===== src/rtl/jborrowskip_subtractor_seq.sv =====
// Multi-cycle borrow-skip subtractor: Y = A - B - borrowin, one BLOCK-bit slice per clock.
// Ports: clk, reset (sync, active-high); in_valid/in_ready + A, B, borrowin in;
//        out_valid/out_ready + Y, borrowout, skip_count out.
module jborrowskip_subtractor_seq #(
  parameter int WIDTH = 8,
  parameter int BLOCK = 4,
  localparam int NBLK = WIDTH / BLOCK,
  localparam int SCW  = $clog2(NBLK + 1),
  localparam int IW   = (NBLK > 1) ? $clog2(NBLK) : 1
) (
  input  logic             clk,
  input  logic             reset,
  input  logic             in_valid,
  output logic             in_ready,
  input  logic [WIDTH-1:0] A,
  input  logic [WIDTH-1:0] B,
  input  logic             borrowin,
  output logic             out_valid,
  input  logic             out_ready,
  output logic [WIDTH-1:0] Y,
  output logic             borrowout,
  output logic [SCW-1:0]   skip_count
);

  if (WIDTH % BLOCK != 0) begin : g_chk
    $error("WIDTH must be a multiple of BLOCK");
  end

  typedef enum logic [1:0] {
    S_IDLE,
    S_CALC,
    S_DONE
  } state_e;

  state_e           state_q, state_d;
  logic [IW-1:0]    idx_q, idx_d;
  logic [WIDTH-1:0] a_q, a_d;
  logic [WIDTH-1:0] b_q, b_d;
  logic             bor_q, bor_d;
  logic [WIDTH-1:0] y_q, y_d;
  logic             bo_q, bo_d;
  logic [SCW-1:0]   sc_q, sc_d;

  logic [BLOCK-1:0] s_a, s_b, s_d;
  logic             s_rb, s_skip, s_bout;
  logic             accept, last;

  // Current slice: explicit ripple chain plus the skip
  // bypass taken when every bit pair is equal (a-b == 0).
  always_comb begin
    s_a  = a_q[idx_q*BLOCK +: BLOCK];
    s_b  = b_q[idx_q*BLOCK +: BLOCK];
    s_d  = '0;
    s_rb = bor_q;
    for (int i = 0; i < BLOCK; i++) begin
      s_d[i] = s_a[i] ^ s_b[i] ^ s_rb;
      s_rb   = (~s_a[i] & s_b[i])
             | (~(s_a[i] ^ s_b[i]) & s_rb);
    end
    s_skip = &(~(s_a ^ s_b));
    s_bout = s_skip ? bor_q : s_rb;
  end

  assign last = (idx_q == IW'(NBLK - 1));

  always_comb begin
    state_d = state_q;
    idx_d   = idx_q;
    a_d     = a_q;
    b_d     = b_q;
    bor_d   = bor_q;
    y_d     = y_q;
    bo_d    = bo_q;
    sc_d    = sc_q;

    out_valid = (state_q == S_DONE);
    in_ready  = (state_q == S_IDLE)
              | ((state_q == S_DONE) & out_ready);
    accept    = in_valid & in_ready;

    unique case (state_q)
      S_IDLE: ;
      S_CALC: begin
        y_d[idx_q*BLOCK +: BLOCK] = s_d;
        bor_d = s_bout;
        if (s_skip) sc_d = sc_q + SCW'(1);
        if (last) begin
          bo_d    = s_bout;
          state_d = S_DONE;
        end else begin
          idx_d = idx_q + IW'(1);
        end
      end
      S_DONE: begin
        if (out_ready) state_d = S_IDLE;
      end
      default: state_d = S_IDLE;
    endcase

    // Acceptance (IDLE, or DONE with the result taken)
    // overrides the hold/return-to-idle above.
    if (accept) begin
      a_d     = A;
      b_d     = B;
      bor_d   = borrowin;
      idx_d   = '0;
      y_d     = '0;
      bo_d    = 1'b0;
      sc_d    = '0;
      state_d = S_CALC;
    end
  end

  always_ff @(posedge clk) begin
    if (reset) begin
      state_q <= S_IDLE;
      idx_q   <= '0;
      a_q     <= '0;
      b_q     <= '0;
      bor_q   <= 1'b0;
      y_q     <= '0;
      bo_q    <= 1'b0;
      sc_q    <= '0;
    end else begin
      state_q <= state_d;
      idx_q   <= idx_d;
      a_q     <= a_d;
      b_q     <= b_d;
      bor_q   <= bor_d;
      y_q     <= y_d;
      bo_q    <= bo_d;
      sc_q    <= sc_d;
    end
  end

  assign Y          = y_q;
  assign borrowout  = bo_q;
  assign skip_count = sc_q;

endmodule


===== config.mk =====
export PLATFORM = sky130hd
export DESIGN_NAME = jborrowskip_subtractor_seq
export DESIGN_NICKNAME = d
export VERILOG_FILES = /design/src/rtl/jborrowskip_subtractor_seq.sv
export SDC_FILE = /design/constraint.sdc
export NUM_CORES = 1
export LEC_CHECK = 0
export ABC_AREA = 1
export CAP_MARGIN = 10
export CORE_AREA = 3 3 108 58
export DETAILED_ROUTE_END_ITERATION = 10
export DIE_AREA = 0 0 111 61
export PLACE_DENSITY = 0.47
export SYNTH_ARGS = -nofsm -noshare
export SYNTH_HDL_FRONTEND = slang
export SYNTH_SLANG_ARGS = --single-unit

===== constraint.sdc =====
create_clock -name clk -period 3.3 [get_ports clk]
set_input_delay 0.495 -clock clk [delete_from_list [all_inputs] [get_ports clk]]
set_output_delay 0.495 -clock clk [all_outputs]
set_load 0.02 [all_outputs]

==> reports/metrics.yaml, run 1 <==
timing:
  worst_pin_slew_ps: 657.9
  min_period_ps: 2892
  fin_ws_ps: 407.6
  finalClockSkew_ps: 3.931
  setup_viol: 0
  rsz0062_at_grt: "false"
  relSlewSlack_pct: 56.08
  fin_tns_setup_ps: 0
  fmax_ghz: 0.3457
  hold_viol: 0
  period_share_pct: 87.65
  drv_slew: 0
layout:
  nets: 252
  syn_to_final_growth_pct: 29.41
  antenna_cells: 0
  final_core_util_pct: 36.22
  fillCellCount: 602
  final_layout_size_suffix_gt1_share_pct: 11.16
  layout_commonest_cell: "nand2_1"
  final_cell_mix: "nand2_1, clkdlybuf4s50_1, dfxtp_1"
cts:
  clk_latency_ps: 280
  cts_setup_buffers: 0
  htreeDepth: 2
  cts_buffers: 5
  ctsResizeCount: 0
  cts_buffer_depth: 2
  cts_tree: "built"
  clk_pin_slew_worst_paths_ps: 60
  ctsHoldBuffers: 0
  clock_sinks: 31
  cts_root_buf: "clkbuf_8"
setup_path:
  cp-end-kind: "flop"
  critPathMaxFanout: 19
  crit_slowest_cell: "dfxtp_1"
  arrival_ps: 3110
  slowest_delay_ps: 740
  path_class: "reg2reg"
  reg2reg_slack_ps: 410
  rr_worst_depth: 11
  rr_startpoint: "idx_q"
  path_cells: "nand2_1, o21ai_0, fa_1, inv_1, fa_1, fa_1, inv_1, fa_1, inv_1, nand2_1, a21oi_2"
  required_ps: 3520
  crit_path_frequent_cell: "fa_1"
  critPathLaunchType: "flop"
  critPathBufInv: 3
  critPathTopFamily: "adder cells"
  r2r_end: "Y[3]"
global_route:
  grt_pass1_wl_um: 5457
  grt-ovfl-total: 0
  first_global_vias: 1151
  antenna_found_initial: 0
  grt_max_degree: 29
  grtUsageTotal_pct: 10.49
floorplan:
  die_h_um: 61
  io_pins: 34
  row_count: 19
  core_um2: 5396
  die_w_um: 111
  die-area_um2: 6771
  initial_core_util_pct: 27.99
synth:
  synthAdderAreaFrac_pct: 8.616
  syn_area_um2: 1510
  syn-instance-count: 189
  syn-num-nets: 218
  synth_area_leaders: "dfxtp_1, nand2_1, a21oi_1"
  synthXorXnorAreaFrac_pct: 1.160
  synth-compound-area-share_pct: 17.98
  synthSimpleGateAreaFrac_pct: 19.64
  ys_types: 21
  yosys_warnings: 0
  syn_avg_cell_area_um2: 7.990
  synth_top_family_by_area: "simple AND/OR/NAND/NOR gates"
  ys_seq_elements: 31
  yosysTopAreaCellShare_pct: 41.09
  yosysSeqAreaShare_pct: 41.09
  synth.largest_area_cell: "dfxtp_1"
  synthMuxAreaShare_pct: 0
power_and_ir_drop:
  p_leak_uw: 0.0007797
  clkPwrFrac_pct: 31.3
  power_frac_seq_pct: 46.2
  swShare_pct: 29.55
  ir_drop_mv: 0.1424
  power_density_nw_per_um2: 457.9
  p_int_uw: 630.5
  pwr-share-comb_pct: 22.5
  p_switching_uw: 264.5
drt:
  viasPerCell: 4.104
  wl_per_cell_um: 10.83
  remaining_drc_errors: 0
  first_pass_iters: 3
  ant_nets: 0
  via_count: 1219
  drt_wl_total_um: 3216
  drt_iter0_markers: 16
worst_hold_path:
  holdPathEnd: "b_q[0]"
  holdCritStartpoint: "b_q[0]"
  hold_class: "reg2reg"
  hold_depth: 2
place:
  dp_slack_ps: 429.4
  place.port_buffers: 33
  gp_congestion: 0.8496
  dp_hpwl_um: 2515
job:
  max_cap_viol_count: 0
status:
  status: "finished, final reports clean"
-- per-layer routing --
layer / part of all wire (%) / vias up / global-route usage, %
met5: 0 / - / 0
met4: 1.3 / 0 / 4.211
met3: 4.1 / 5 / 3.486
met2: 40 / 20 / 15.34
met1: 55 / 528 / 14.41
li1: - / 666 / -
-- worst reg2reg max path, stage by stage (launching register included) --
cell and delay, ps:
dfxtp_1 740, nand2_1 140, o21ai_0 170, fa_1 230
inv_1 60, fa_1 370, fa_1 370, inv_1 80
fa_1 410, inv_1 80, nand2_1 60, a21oi_2 120
-- sequential cells by signal, indices dropped and copies added, names as in the netlist --
register,count
b_q,8
a_q,8
borrowout,1
bor_q,1
state_q,2
Y,8
skip_count,2
idx_q,1
-- logic make-up after synthesis --
group / after synthesis
flops: 31
compound gates: 47
fa+ha+maj: 8
simple gates: 66
buf+inv: 35
xor+xnor: 2
-- area by class of cell --
class                   instances  area [um2]  area share, %
clock buffers                   7       76.32          3.905
clock inverters                 1       5.005         0.2561
inverters                      28       107.6          5.506
multi-input cells             123       715.7          36.62
flip-flops and latches         31       620.6          31.75
well taps                      73       91.34          4.674
repair buffers                 34       337.8          17.29
-- synthesized netlist by cell type --
cell	instances
nor2_4	1
a21oi_2	9
inv_2	2
inv_4	1
nand3_4	1
o21ai_1	3
dfxtp_1	31
o21ai_0	14
a21oi_1	20
buf_2	2
ha_1	4
nand2_1	44
inv_1	25
nor2_1	6
buf_6	5
nand2_2	3
nand2_4	1
xor2_1	2
nand3_1	10
o21bai_1	1
fa_1	4
-- power groups by stage --
stage               combinational [uW]  sequential (uW)  clock (uW)
floorplan                          141              421           0
global placement                   205              422           0
detailed placement                 205              422           0
CTS                                206              414         290
global route                       234              417         309
finish                             201              414         280
-- through the flow --
step	hold WS [ps]	power [uW]	area, um2	instances
3_5_place_dp	450.8	626.4	1873	289
6_report	454.5	895.0	1954	297
4_1_cts	459.5	910.3	1954	297
5_1_grt	473.7	959.7	1954	297
3_3_place_gp	450.2	626.2	1873	289
2_1_floorplan	424.4	562.0	1510	189
-- worst max-delay path by stage --
stage               slack [ps]  start    to  cells past startpoint
floorplan                  700  idx_q  Y[3]                     12
global placement           550  idx_q  Y[3]                     11
detailed placement         430  idx_q  Y[3]                     11
CTS                        410  idx_q  Y[3]                     11
global route               180  idx_q  Y[3]                     11
finish                     410  idx_q  Y[3]                     11
Power figures use the tool's default switching activity.
==> inputs of run 2 (changes only) <==
- GPL_TIMING_DRIVEN: default -> 0
==> run 2 against run 1 <==
Effect of this change: maximum frequency down 2.7%; highest routed layer unchanged; utilization up 1.4 points; final cell count up 1.3%; largest cell class unchanged; largest power group unchanged; clock power up 39%; combinational power up 8%; clock skew about the same; critical path depth up 1; sequential power down 1%; sequential share of layout area down 1.2 points; design area up 3.8%.
==> reports/metrics.yaml, run 2 (synthesis gave the netlist of run 1 again) <==
cts:
  clk_pin_slew_worst_paths_ps: 70
  htreeDepth: 2
  clock_sinks: 31
  ctsHoldBuffers: 0
  cts_root_buf: "clkbuf_8"
  cts_buffer_depth: 2
  ctsResizeCount: 0
  cts_buffers: 5
  cts_setup_buffers: 0
  cts_tree: "built"
  clk_latency_ps: 280
layout:
  final_cells: 301
  antenna_cells: 0
  syn_to_final_growth_pct: 34.38
  nets: 256
  layout_commonest_cell: "nand2_1"
  fin_area_um2: 2029
  final_cell_mix: "nand2_1, dfxtp_1, clkdlybuf4s50_1"
  final_layout_size_suffix_gt1_share_pct: 14.47
floorplan:
  die-area_um2: 6771
  initial_core_util_pct: 27.99
  core_um2: 5396
  die_h_um: 61
  io_pins: 34
  die_w_um: 111
  row_count: 19
drt:
  viasPerCell: 4.213
  drt_wl_total_um: 3424
  wl_per_cell_um: 11.38
  routed-wl-met3_um: 162
  top_layer: "met4"
  dr_wl_met2_um: 1453
  via_count: 1268
  drt_iter0_markers: 44
  ant_nets: 0
  remaining_drc_errors: 0
  wl_met1_um: 1754
  first_pass_iters: 4
place:
  place.port_buffers: 31
  dpl_cell_area_um2: 1912
  gp_congestion: 0.7581
  place_inst: 293
  dp_hpwl_um: 2667
timing:
  fmax_ghz: 0.3364
  min_period_ps: 2973
  finalClockSkew_ps: 4.078
  fin_tns_setup_ps: 0
  hold_slack_ps: 412.4
  relSlewSlack_pct: 61.23
  worst_pin_slew_ps: 575.4
  setup_viol: 0
  drv_slew: 0
  period_share_pct: 90.09
  rsz0062_at_grt: "false"
  hold_viol: 0
global_route:
  grt_max_degree: 11
  first_global_vias: 1224
  antenna_found_initial: 0
  grt_pass1_wl_um: 5754
  grtUsageTotal_pct: 10.88
  grt-ovfl-total: 0
worst_hold_path:
  hold_class: "in2reg"
  hold_depth: 2
setup_path:
  crit_path_frequent_cell: "fa_1"
  slowest_delay_ps: 480
  crit_slowest_cell: "o21ai_0"
  cp-end-kind: "flop"
  rr_worst_depth: 12
  path_class: "reg2reg"
  critPathLaunchType: "flop"
  required_ps: 3530
  arrival_ps: 3200
  critPathBufInv: 5
  critPathMaxFanout: 10
  critPathTopFamily: "adder cells"
  cp.depth: 12
  path_cells: "buf_6, buf_2, o21ai_0, fa_1, inv_1, fa_1, fa_1, inv_1, fa_1, inv_1, nand2_1, a21oi_2"
power_and_ir_drop:
  p_leak_uw: 0.0008258
  ir_drop_mv: 0.1659
  power_density_nw_per_um2: 500.2
job:
  max_cap_viol_count: 0
status:
  status: "finished, final reports clean"
[run 2: cell count changes in the layout (fill, tap and decap cells not counted), sizes merged]
cell and change:
bufinv +1, clkdlybuf4s50 -2, clkbuf -1, buf +6
[run 2: routing by layer]
layer | vias to the layer above | GRT usage (%)
met1 | 571 | 14.42
li1 | 669 | -
met5 | - | 0
met4 | 0 | 4.211
met3 | 8 | 3.586
met2 | 20 | 16.81
[run 2: stage by stage]
stage	util [%]	power, uW	setup slack, ps
CTS	37.61	1029	331.5
finish	37.61	1015	327.1
global route	37.61	1075	200.9
detailed placement	35.43	638.4	347.0
floorplan	-	562.0	695.6
global placement	35.43	636.4	372.7
[run 2: worst paths after layout]
path                from  endpoint  slack [ps]
setup / recovery   idx_q      Y[3]         330
hold / removal     reset    a_q[3]         410
setup reg to reg   idx_q      Y[3]         330
hold reg to reg   a_q[7]    a_q[7]         450
[run 2: area by class of cell]
cell class,instances,area [um2]
fillers,578,3367
plain buffers,7,66.31
multi-input cells,123,715.7
flip-flops and latches,31,620.6
inverters,28,107.6
repair buffers,31,310.3
well taps,73,91.34
clock buffers,6,82.58
clock inverters,2,35.03
[run 2: worst register-to-register path, delay by kind of cell (launching register included)]
family                   cells  cell delay (ps)
adder cells (fa/ha/maj)      4             1420
flip-flops                   1              310
AND/OR/NAND/NOR              1               60
AO/OA/AOI/OAI                2              600
buffers and inverters        5              520
[run 2: power breakdown]
part	switching, uW	total (uW)	internal, uW
clock	144	388	244
sequential	11.7	409	398
combinational	126	218	92.0
